==> src/rtl/trace_capture_sequencer.sv <==
// Trace capture sequencer: pre-trigger fill, trigger wait, post-trigger fill into a circular buffer.
// Every output is registered. A sample seen on trace_data at cycle n is written at cycle n+1.
module trace_capture_sequencer #(
    parameter int                    DATA_WIDTH = 4,
    parameter int                    ADDR_WIDTH = 15,
    parameter logic [DATA_WIDTH-1:0] IDLE_A     = 4'h7,
    parameter logic [DATA_WIDTH-1:0] IDLE_B     = 4'hf
) (
    input  logic                  clk,
    input  logic                  reset_n,
    input  logic                  arm,
    input  logic                  abort,
    input  logic [1:0]            trig_mode,
    input  logic [DATA_WIDTH-1:0] match_value,
    input  logic [DATA_WIDTH-1:0] match_mask,
    input  logic [ADDR_WIDTH-1:0] pre_samples,
    input  logic [ADDR_WIDTH-1:0] post_samples,
    input  logic                  ext_trig,
    input  logic [DATA_WIDTH-1:0] trace_data,
    output logic                  wr_en,
    output logic [ADDR_WIDTH-1:0] wr_addr,
    output logic [DATA_WIDTH-1:0] wr_data,
    output logic                  trig_out,
    output logic [ADDR_WIDTH-1:0] trig_addr,
    output logic                  busy,
    output logic                  done
);
    typedef enum logic [2:0] {S_IDLE, S_PRE, S_WAIT, S_POST, S_DONE} state_t;

    state_t                state, state_d;
    logic [1:0]            mode_q;
    logic [DATA_WIDTH-1:0] value_q, mask_q;
    logic [ADDR_WIDTH-1:0] pre_q, post_q, cnt, waddr;
    logic                  arm_go, hit, do_write, do_trig, cnt_clr;

    assign arm_go = arm && !abort && (state == S_IDLE || state == S_DONE);

    always_comb begin
        case (mode_q)
            2'd0:    hit = ext_trig;
            2'd1:    hit = ((trace_data ^ value_q) & mask_q) == '0;
            2'd2:    hit = (trace_data != IDLE_A) && (trace_data != IDLE_B);
            default: hit = 1'b0;
        endcase
    end

    always_comb begin
        state_d  = state;
        do_write = 1'b0;
        do_trig  = 1'b0;
        cnt_clr  = 1'b0;
        case (state)
            S_IDLE, S_DONE: begin
                // Live port value: the latched copy is not valid until after this edge.
                if (arm) state_d = (pre_samples == '0) ? S_WAIT : S_PRE;
            end
            S_PRE: begin
                do_write = 1'b1;
                if (cnt == pre_q - ADDR_WIDTH'(1)) begin
                    state_d = S_WAIT;
                    cnt_clr = 1'b1;
                end
            end
            S_WAIT: begin
                do_write = 1'b1;
                if (hit) begin
                    do_trig = 1'b1;
                    cnt_clr = 1'b1;
                    state_d = (post_q == '0) ? S_DONE : S_POST;
                end
            end
            S_POST: begin
                do_write = 1'b1;
                if (cnt == post_q - ADDR_WIDTH'(1)) state_d = S_DONE;
            end
            default: state_d = S_IDLE;
        endcase
        if (abort) begin
            state_d  = S_IDLE;
            do_write = 1'b0;
            do_trig  = 1'b0;
        end
    end

    always_ff @(posedge clk or negedge reset_n) begin
        if (!reset_n) begin
            state     <= S_IDLE;
            mode_q    <= '0;
            value_q   <= '0;
            mask_q    <= '0;
            pre_q     <= '0;
            post_q    <= '0;
            cnt       <= '0;
            waddr     <= '0;
            wr_en     <= 1'b0;
            wr_addr   <= '0;
            wr_data   <= '0;
            trig_out  <= 1'b0;
            trig_addr <= '0;
            busy      <= 1'b0;
            done      <= 1'b0;
        end else begin
            state    <= state_d;
            wr_en    <= do_write;
            trig_out <= do_trig;
            if (arm_go) begin
                mode_q  <= trig_mode;
                value_q <= match_value;
                mask_q  <= match_mask;
                pre_q   <= pre_samples;
                post_q  <= post_samples;
                cnt     <= '0;
                waddr   <= '0;
            end else begin
                if (cnt_clr)       cnt <= '0;
                else if (do_write) cnt <= cnt + ADDR_WIDTH'(1);
                if (do_write)      waddr <= waddr + ADDR_WIDTH'(1);
            end
            if (do_write) begin
                wr_addr <= waddr;
                wr_data <= trace_data;
            end
            if (do_trig) trig_addr <= waddr;
            // busy covers the final write's output cycle; done follows it directly.
            busy <= (state_d == S_PRE || state_d == S_WAIT || state_d == S_POST) ||
                    (state_d == S_DONE && state != S_DONE && state != S_IDLE);
            done <= (state == S_DONE) && (state_d == S_DONE);
        end
    end
endmodule

==> config.mk <==
export PLATFORM = sky130hd
export DESIGN_NAME = trace_capture_sequencer
export DESIGN_NICKNAME = d
export VERILOG_FILES = /design/src/rtl/trace_capture_sequencer.sv
export SDC_FILE = /design/constraint.sdc
export NUM_CORES = 1
export LEC_CHECK = 0
export CORE_MARGIN = 3
export CORE_UTILIZATION = 55
export CTS_BUF_LIST = sky130_fd_sc_hd__clkbuf_4
export DETAILED_ROUTE_END_ITERATION = 7
export GPL_ROUTABILITY_DRIVEN = 1
export PLACE_DENSITY = 0.81
export SYNTH_ARGS = -nofsm -noshare
export SYNTH_HDL_FRONTEND = slang
export SYNTH_SLANG_ARGS = --single-unit
==> constraint.sdc <==
create_clock -name clk -period 3.5 [get_ports clk]
set_clock_uncertainty 0.05 [all_clocks]
set_input_delay 0.35 -clock clk [delete_from_list [all_inputs] [get_ports clk]]
set_output_delay 0.35 -clock clk [all_outputs]
set_load 0.05 [all_outputs]
==> impl_metrics.env, run 1 <==
export IMPL_final_cell_mix="dfrtp_1 (111), clkdlybuf4s50_1 (85), mux2_2 (68), nor2_1 (52)"
export IMPL_portBuffers=86
export IMPL_grt_pass1_vias=4319
export IMPL_cp_max_fo=15
export IMPL_outcome="complete, no violations"
export IMPL_setup_violations=0
export IMPL_slew_violations=0
export IMPL_ys_seq_elements=111
export IMPL_ctsHtreeMaxLevel=3
export IMPL_ff2ff_path_depth=9
export IMPL_synth_edf_count=0
export IMPL_routed_wl_um=12300
export IMPL_nets=659
export IMPL_yosys_warnings=0
export IMPL_yosys_area_top_type="dfrtp_1"
export IMPL_rsz0062_at_grt="false"
export IMPL_place_gp_congestion=0.917
export IMPL_power_density_nw_per_um2=451
export IMPL_cts_buffers=9
export IMPL_slowest_delay_ns=0.61
export IMPL_syn_to_final_growth_pct=19.6
export IMPL_drive_above_1_share=0.177
export IMPL_nFillCells=741
export IMPL_r2r_start="pre_q[0]"
export IMPL_async_reset_ff_frac=1.00
export IMPL_place_hpwl_um=9180
export IMPL_hold_path_startpoint="post_samples[3]"
export IMPL_grt_first_pass_wirelength_um=21000
export IMPL_boundaryPins=87
export IMPL_crit_chain="inv_1 > ha_1 > or4b_2 > nor4_1 > xnor2_1 > nor2_1 > nand4_2 > o31ai_4 > nor2_1"
export IMPL_cts_tree="built"
export IMPL_grt_overflow_total=0
export IMPL_drt_first_pass_iters=5
export IMPL_netlist_area_leader_share=0.484
export IMPL_cts_root_buf="clkbuf_4"
export IMPL_hold_viol_final=0
export IMPL_ys_top_cells_by_area="dfrtp_1 (48%), mux2_2 (13%), xnor2_1 (4.9%)"
export IMPL_viasPerCell=5.83
export IMPL_final_common_cell="dfrtp_1"
export IMPL_critPathCaptureType="register"
export IMPL_timing_slew_headroom=0.435
export IMPL_regArea_um2=2780
export IMPL_antenna_left=0
export IMPL_fmax_mhz=327
export IMPL_clk_latency_ns=0.47
export IMPL_worst_pin_slew_ns=0.825
export IMPL_crit_top_cell="nor2_1"
export IMPL_antenna_found_initial=0
export IMPL_syn_area_per_cell_um2=10.8
export IMPL_route_detailed_drc=0
export IMPL_crit_required_ns=3.80
export IMPL_rrSetupSlack_ns=0.44
export IMPL_grt_total_usage=0.224
export IMPL_period_share=0.874
export IMPL_max_cap_viol_count=0
export IMPL_seq_area_frac_synth=0.484
export IMPL_fin_crit_ns=3.06
export IMPL_p_leak_nw=2.89
export IMPL_yosysUniqueCellTypes=60
export IMPL_hold_path_cell_count=3
export IMPL_whs_endpoint="post_q[3]"
export IMPL_start_util=0.576
export IMPL_vdd_ir_drop_max_mv=0.293
export IMPL_hold_path_class="input port to register"
export IMPL_netlist_instances=530
export IMPL_synth_ff_type="dfrtp_1"
export IMPL_final_core_util=0.689
export IMPL_rows=36
export IMPL_postCtsHoldBufs=1
export IMPL_multi_input_area_um2=2790
export IMPL_drt_iter0_drc=233
export IMPL_die_x_um=108
export IMPL_post_drt_wl_per_cell_um=16.5
export IMPL_core_area_um2=9950
export IMPL_n_antenna_cell=0
export IMPL_setup_worst_path_start="pre_q[0]"
export IMPL_cts_resized=0
export IMPL_crit_type="register to register"
export IMPL_path_clk_slew_ns=0.17
export IMPL_clkSinkCount=111
export IMPL_vias=4341
export IMPL_finalSetupTns_ns=0
export IMPL_r2r_end="cnt[2]"
export IMPL_die_area_um2=11700
export IMPL_cts_setup_buffers=0
export IMPL_netlist_area_um2=5740
export IMPL_clk_path_buf_depth=2
export IMPL_die_y_um=108
export IMPL_syn_num_nets=583
export IMPL_slowest_stage="or4b_2"
export IMPL_start_kind="register"
export IMPL_cp_arrival_ns=3.36
export IMPL_grt_max_degree=57
cells by family (layout without fill, tap and decap cells):
kind of cell | after synthesis | in the layout | synth area share
and+or+nand+nor | 176 | 176 | 0.167
adders and majority gates | 4 | 4 | 0.00872
buffers and inverters | 44 | 125 | 0.0321
xor gates and xnor gates | 64 | 64 | 0.0977
AOI/OAI and AO/OA | 59 | 59 | 0.0702
muxes | 72 | 72 | 0.140
DFF | 111 | 111 | 0.484
stage by stage:
stage / hold slack, ns / std cells / instance area [µm²] / setup WS, ns / total power, mW
5_1_grt: 0.352 / 744 / 6860 / 0.121 / 3.29
3_3_place_gp: 0.399 / 727 / 6720 / 0.542 / 2.47
2_1_floorplan: 0.00441 / 530 / 5740 / 0.710 / 2.23
6_report: 0.378 / 744 / 6860 / 0.440 / 3.10
4_1_cts: 0.365 / 744 / 6860 / 0.439 / 3.11
3_5_place_dp: 0.402 / 727 / 6720 / 0.460 / 2.52
flip-flops by register name (all words and copies together), names as in the netlist:
name and count:
wr_en 1, trig_out 1, cnt 15, value_q 4, state 3, post_q 15
waddr 15, done 1, wr_addr 15, mask_q 4, busy 1, mode_q 2
pre_q 15, trig_addr 15, wr_data 4
power breakdown:
group	switching (mW)	internal, mW	total, mW
clock	0.438	0.166	0.604
combinational	0.439	0.412	0.852
sequential	0.206	1.44	1.64
total	1.08	2.01	3.10
worst max-delay path, delay by kind of cell (launching register included):
family | cells | cell delay (ns)
AND/OR/NAND/NOR | 5 | 1.29
AO/OA/AOI/OAI | 1 | 0.53
flip-flops | 1 | 0.47
adder cells (fa/ha/maj) | 1 | 0.31
XOR/XNOR | 1 | 0.15
buffers and inverters | 1 | 0.13
synth_stat cells, drive strengths merged, types with 2 or more instances:
cell type	instances
nor2	53
or2	4
clkbuf	23
xnor2	32
a211oi	2
or3	6
o31ai	3
and3	4
a21o	2
mux2i	4
nand3	15
xor2	32
and4b	2
a31oi	6
o21ai	16
nand4b	3
o211ai	2
nor2b	3
o21bai	2
nand2b	5
ha	4
a21oi	12
nor4	14
dfrtp	111
nor3	14
or4	5
nand2	19
a32oi	2
or4b	2
inv	14
nand4	17
and4	4
mux2	68
buf	7
nand3b	2
worst max path at each step:
stage	endpoint	slack (ns)	cells past startpoint
after detailed placement	cnt[7]	0.46	7
after global placement	cnt[0]	0.54	7
after global routing	cnt[13]	0.12	9
final	cnt[2]	0.44	9
after floorplan	cnt[8]	0.71	10
after CTS	cnt[7]	0.44	9
routing by layer:
| metal | track usage | routed length, µm | vias up |
|---|---|---|---|
| li1 | - | - | 2046 |
| met3 | 0.0633 | 806 | 25 |
| met4 | 0.0505 | 177 | 0 |
| met2 | 0.368 | 5890 | 151 |
| met1 | 0.299 | 5390 | 2119 |
| met5 | 0 | 0 | - |
cell type report:
cell class	instances	share of cell area
clock inverters	6	0.00802
inverters	14	0.00766
flip-flops and latches	111	0.405
clock buffers	10	0.0109
well taps	133	0.0243
multi-input cells	375	0.407
repair buffers	95	0.137
(Power assumes the default switching activity.)
==> inputs of run 2 (changes only) <==
==> constraint.sdc (replaced) <==
create_clock -name clk -period 3 [get_ports clk]
set_clock_uncertainty 0.05 [all_clocks]
set_input_delay 0.3 -clock clk [delete_from_list [all_inputs] [get_ports clk]]
set_output_delay 0.3 -clock clk [all_outputs]
set_load 0.05 [all_outputs]
==> run 2 against run 1 <==
Against the previous run:
- hold slack got worse by 0.086 ns
- total power rose by 24%
- via count rose by 0.85%
- sequential power rose by 16%
- register-to-register slack got worse by 0.25 ns
- cell area rose by 1.5%
- non-clock buffer count rose by 4
- combinational power rose by 20%
- final cell count rose by 0.94%
- clock-buffer cell count fell by 1
- clock power rose by 53%
- wire length rose by 2.6%
- critical endpoint is now cnt[4]
- largest cell class unchanged
==> impl_metrics.env, run 2 (same netlist as run 1, synthesis figures left out) <==
export IMPL_crit_required_ns=3.35
export IMPL_timing_slew_headroom=0.544
export IMPL_grt_first_pass_wirelength_um=20700
export IMPL_final_core_util=0.700
export IMPL_antenna_found_initial=1
export IMPL_p_leak_nw=2.93
export IMPL_path_depth=10
export IMPL_slowest_stage="or4b_2"
export IMPL_outcome="complete, no violations"
export IMPL_start_kind="register"
export IMPL_slew_violations=0
export IMPL_routed_wl_um=12600
export IMPL_worst_pin_slew_ns=0.682
export IMPL_cp_max_fo=15
export IMPL_fin_crit_ns=2.81
export IMPL_core_area_um2=9950
export IMPL_post_drt_wl_per_cell_um=16.7
export IMPL_hold_viol_final=0
export IMPL_finalSetupTns_ns=0
export IMPL_viasPerCell=5.83
export IMPL_crit_top_cell="nor2_1"
export IMPL_clkSinkCount=111
export IMPL_cts_tree="built"
export IMPL_period_share=0.938
export IMPL_crit_chain="inv_1 > ha_2 > or4b_2 > nor4_2 > xnor2_1 > nor2_1 > nand4_2 > o31ai_4 > buf_4 > nor2_1"
export IMPL_place_gp_congestion=0.907
export IMPL_boundaryPins=87
export IMPL_finalPower_mw=3.85
export IMPL_hold_path_class="input port to asynchronous set/reset pin"
export IMPL_ff2ff_path_depth=10
export IMPL_rows=36
export IMPL_final_common_cell="dfrtp_1"
export IMPL_clk_latency_ns=0.51
export IMPL_vdd_ir_drop_max_mv=0.415
export IMPL_start_util=0.576
export IMPL_drt_iter0_drc=231
export IMPL_drive_above_1_share=0.185
export IMPL_grt_pass1_vias=4237
export IMPL_die_area_um2=11700
export IMPL_fmax_mhz=356
export IMPL_grt_total_usage=0.223
export IMPL_route_detailed_drc=0
export IMPL_crit_type="register to register"
export IMPL_path_clk_slew_ns=0.16
export IMPL_drt_first_pass_iters=4
export IMPL_grt_max_degree=63
export IMPL_critPathCaptureType="register"
export IMPL_die_y_um=108
export IMPL_clk_path_buf_depth=2
export IMPL_ctsHtreeMaxLevel=3
export IMPL_grt_overflow_total=0
export IMPL_path_buf_inv=2
export IMPL_antenna_left=0
export IMPL_slowest_delay_ns=0.62
export IMPL_vias=4378
export IMPL_portBuffers=86
export IMPL_cts_buffers=9
export IMPL_cp_arrival_ns=3.17
export IMPL_die_x_um=108
export IMPL_syn_to_final_growth_pct=21.4
export IMPL_setup_violations=0
export IMPL_max_cap_viol_count=0
export IMPL_nets=663
export IMPL_place_hpwl_um=9140
export IMPL_final_cell_mix="dfrtp_1 (111), clkdlybuf4s50_1 (85), mux2_2 (68), nor2_1 (52)"
export IMPL_power_density_nw_per_um2=553
export IMPL_cts_root_buf="clkbuf_4"
export IMPL_critPathTopFamily="simple AND/OR/NAND/NOR gates"
==> run 2: path summary, 6_finish.rpt <==
path | from | end | slack, ns
hold reg to reg | trig_addr[4] | trig_addr[4] | 0.48
setup reg to reg | pre_q[0] | cnt[4] | 0.19
min in group clk | post_samples[9] | post_q[9] | 0.30
setup / recovery | pre_q[0] | cnt[4] | 0.19
hold / removal | reset_n | post_q[2] | 0.29
max in group asynchronous | reset_n | waddr[1] | 1.88
==> run 2: repair_timing <==
action	CTS	global route
gates resized for setup	0	4
setup buffers	0	0
hold endpoints to repair	49	0
hold buffers	1	0
endpoints found under the setup margin	0	16
==> run 2: report_power, final <==
group	leakage, nW	internal [mW]	total, mW	switching, mW
logic	1.39	0.494	1.02	0.523
clock network	0.0984	0.424	0.924	0.500
registers	1.45	1.67	1.91	0.235
total	2.93	2.59	3.85	1.26
==> run 2: area by class of cell <==
type                    count  area, µm²
inverters                  14       52.6
well taps                 133        166
clock buffers               9       67.6
diodes                      3       7.51
multi-input cells         375       2810
repair buffers             99        971
clock inverters             7        116
fillers                   753       2990
flip-flops and latches    111       2780
==> run 2: through the flow <==
| step | worst slack (ns) | hold WS, ns | cell area [µm²] | std cells |
|---|---|---|---|---|
| 2_1_floorplan | 0.210 | -0.0456 | 5740 | 530 |
| 3_3_place_gp | 0.247 | 0.311 | 6750 | 731 |
| 3_5_place_dp | 0.158 | 0.313 | 6750 | 731 |
| 4_1_cts | 0.123 | 0.285 | 6950 | 748 |
| 5_1_grt | -0.00108 | 0.263 | 6970 | 751 |
| 6_report | 0.187 | 0.292 | 6970 | 751 |
==> run 2: metal layers <==
layer / GRT usage / wire (µm)
met1: 0.305 / 5640
met2: 0.351 / 6010
met3: 0.0663 / 779
met4: 0.0595 / 149
met5: 0 / 0
==> RTL change: new RTL, config.mk and constraints of run 1 <==
`IDLE_A`: 4'h7 -> 4'h4.
--- a/src/rtl/trace_capture_sequencer.sv
+++ b/src/rtl/trace_capture_sequencer.sv
@@ -5,3 +5,3 @@
     parameter int                    ADDR_WIDTH = 15,
-    parameter logic [DATA_WIDTH-1:0] IDLE_A     = 4'h7,
+    parameter logic [DATA_WIDTH-1:0] IDLE_A     = 4'h4,
     parameter logic [DATA_WIDTH-1:0] IDLE_B     = 4'hf
Behaviour: not the same (a bounded check fails within 4 cycles, from zero or initial values and one cycle with reset_n low).
==> RTL change against run 1 <==
- worst setup slack worse by 0.11 ns
- worst hold slack worse by 0.019 ns
- power down 1.4%
- clock power grew 18%
- routed wire length rose by 9.4%
- cell area up 1.0%
- sequential share of layout area is 0.40 points lower
- sequential cell count is the same
- area after synthesis increased by 1.4%
- utilization grew 0.067 points
- critical path depth stayed put
- critical path type unchanged
- critical endpoint is now cnt[13]$_DFFE_PN0P_
- largest power group unchanged
- highest routed layer unchanged
==> RTL change: results (changes against run 1) <==
- Fill cell instance count of the final layout: 774 (+4.5%)
- Proportion of layout cells with a drive suffix above 1: 13.4% (-4.3 points)
* 1st-iter DRT viols: 261 (+12%)
- Number of placed instances, taps included: 774 (+6.5%)
- The instance count of the mapped netlist came to 577 (+8.9%).
- The number of synthesis warnings is 0 (unchanged).
* Synth unique cells: 69 (+15%)
- Via total after detailed routing: 4549 (+4.8%)
- Router iterations before antenna repair: 4 (-1)
- The final sum of negative setup slack is 0 ns (unchanged).
- The peak supply drop came to 352 uV (+20%).
- The total count of max-transition violations in the final report came to 0 (unchanged).
- Overall track demand over capacity in global routing: 23.9% (+1.5 points)
* Measured slew at the worst slew-check pin: 1.09 ns (+0.269 ns)
- Count of buffers added by post-CTS timing repair for setup: 0 (unchanged)
- The worst path arrival time was 3.48 ns (+0.12 ns).
- Count of endpoints failing setup in the final report: 0 (unchanged)
- Area contributors post-synth: sky130_fd_sc_hd__dfrtp_1 (48%), sky130_fd_sc_hd__mux2_2 (9.3%), sky130_fd_sc_hd__nand2_1 (5.6%)
- The fraction of the yosys area taken by sequential cells was 47.8% (-0.65 points).
- Clock insertion delay at the later pin of the skew report: 0.50 ns (+0.03 ns)
* Global-route wire length before repair: 22400 um (+6.5%)
* Detailed-route wire length per cell: 17.0 um (+2.9%)
- Status: completed
- Count of port buffers added during placement: 86 (unchanged)
- Number of nets in the finished design: 706 (+7.1%)
- The leakage power was 0.00295 uW (+2.3%).
- The count of inserted antenna diode cells was 0 (unchanged).
* Final WL: 13400 um (+9.4%)
- Syn nets: 630 (+8.1%)
- The root buffer cell chosen for the clock tree is sky130_fd_sc_hd__clkbuf_4.
- Start point of the worst hold path: post_samples[0]
- The placed wire-length estimate is 9700 um (+5.7%).
- In this run the critical register-to-register path is launched from pre_q[0]$_DFFE_PN0P_.
* Most frequent cells after synthesis: sky130_fd_sc_hd__dfrtp_1 (111), sky130_fd_sc_hd__nand2_1 (86), sky130_fd_sc_hd__nor2_1 (51)
- Number of buffers on the longest clock path: 2 (unchanged)
* Pin count of the biggest net entering global routing: 87 (+53%)
- Routability cong.: 0.872 (-4.9%)
- The number of global-route vias before repair came to 4673 (+8.2%).
- After clock tree synthesis, the clock-pin slew on the worst setup and hold paths is 0.18 ns.
[RTL change: final cells by class]
type,count,share of cell area [%]
Multi-Input combinational cell,424,41.1
Sequential cell,111,40.1
Timing Repair Buffer,94,13.5
Tap cell,133,2.40
Clock inverter,6,1.21
Clock buffer,10,1.08
Inverter,13,0.704
[RTL change: worst paths after layout]
path / end / slack (ns) / cells past startpoint
max reg2reg: cnt[13]$_DFFE_PN0P_ / 0.33 / 9
min reg2reg: wr_addr[12]$_DFFE_PN0P_ / 0.45 / 2
min: post_q[0]$_DFFE_PN0P_ / 0.36 / 3
max in group asynchronous: trig_addr[7]$_DFFE_PN0P_ / 2.06 / 3
max: cnt[13]$_DFFE_PN0P_ / 0.33 / 9
min in group asynchronous: post_q[11]$_DFFE_PN0P_ / 0.52 / 2
[RTL change: worst max-delay path: stages, from the launching register on]
cell and delay, ns:
sky130_fd_sc_hd__dfrtp_1 0.52, sky130_fd_sc_hd__inv_1 0.12, sky130_fd_sc_hd__ha_1 0.29, sky130_fd_sc_hd__nor3b_4 0.46
sky130_fd_sc_hd__nor2_1 0.08, sky130_fd_sc_hd__or3_1 0.35, sky130_fd_sc_hd__nor4_1 0.33, sky130_fd_sc_hd__nand4_1 0.18
sky130_fd_sc_hd__o21ai_2 0.53, sky130_fd_sc_hd__nor2_1 0.11
[RTL change: stage by stage]
stage / cell area [um^2] / setup slack [ns] / total power [uW] / util (%)
global placement: 6760 / 0.559 / 2320 / 67.3
floorplan: 5820 / 0.924 / 2110 / -
CTS: 6930 / 0.322 / 3070 / 69.0
global route: 6930 / 0.0636 / 3210 / 69.0
detailed placement: 6760 / 0.384 / 2360 / 67.3
finish: 6930 / 0.330 / 3050 / 69.0
[RTL change: cells by family (layout without fill, tap and decap cells)]
| logic type | Yosys count | in the layout | synth area share [%] |
|---|---|---|---|
| simple gates | 239 | 239 | 20.9 |
| flops | 111 | 111 | 47.8 |
| compound gates | 69 | 69 | 8.05 |
| xor+xnor | 63 | 63 | 9.49 |
| mux | 49 | 49 | 9.47 |
| buf+inv | 42 | 123 | 3.44 |
| fa+ha+maj | 4 | 4 | 0.861 |
[RTL change: power breakdown]
part           internal, uW  switching [uW]  total, uW
Clock                   245             469        714
Sequential             1410             192       1610
Combinational           348             387        734
Total                  2010            1050       3050
[RTL change: layer usage]
metal	part of all wire (%)	up-vias	GRT usage, %
met5	0	-	0
met2	50	107	39.8
li1	-	2179	-
met1	44	2244	30.8
met4	1.7	0	7.30
met3	4.4	19	6.28
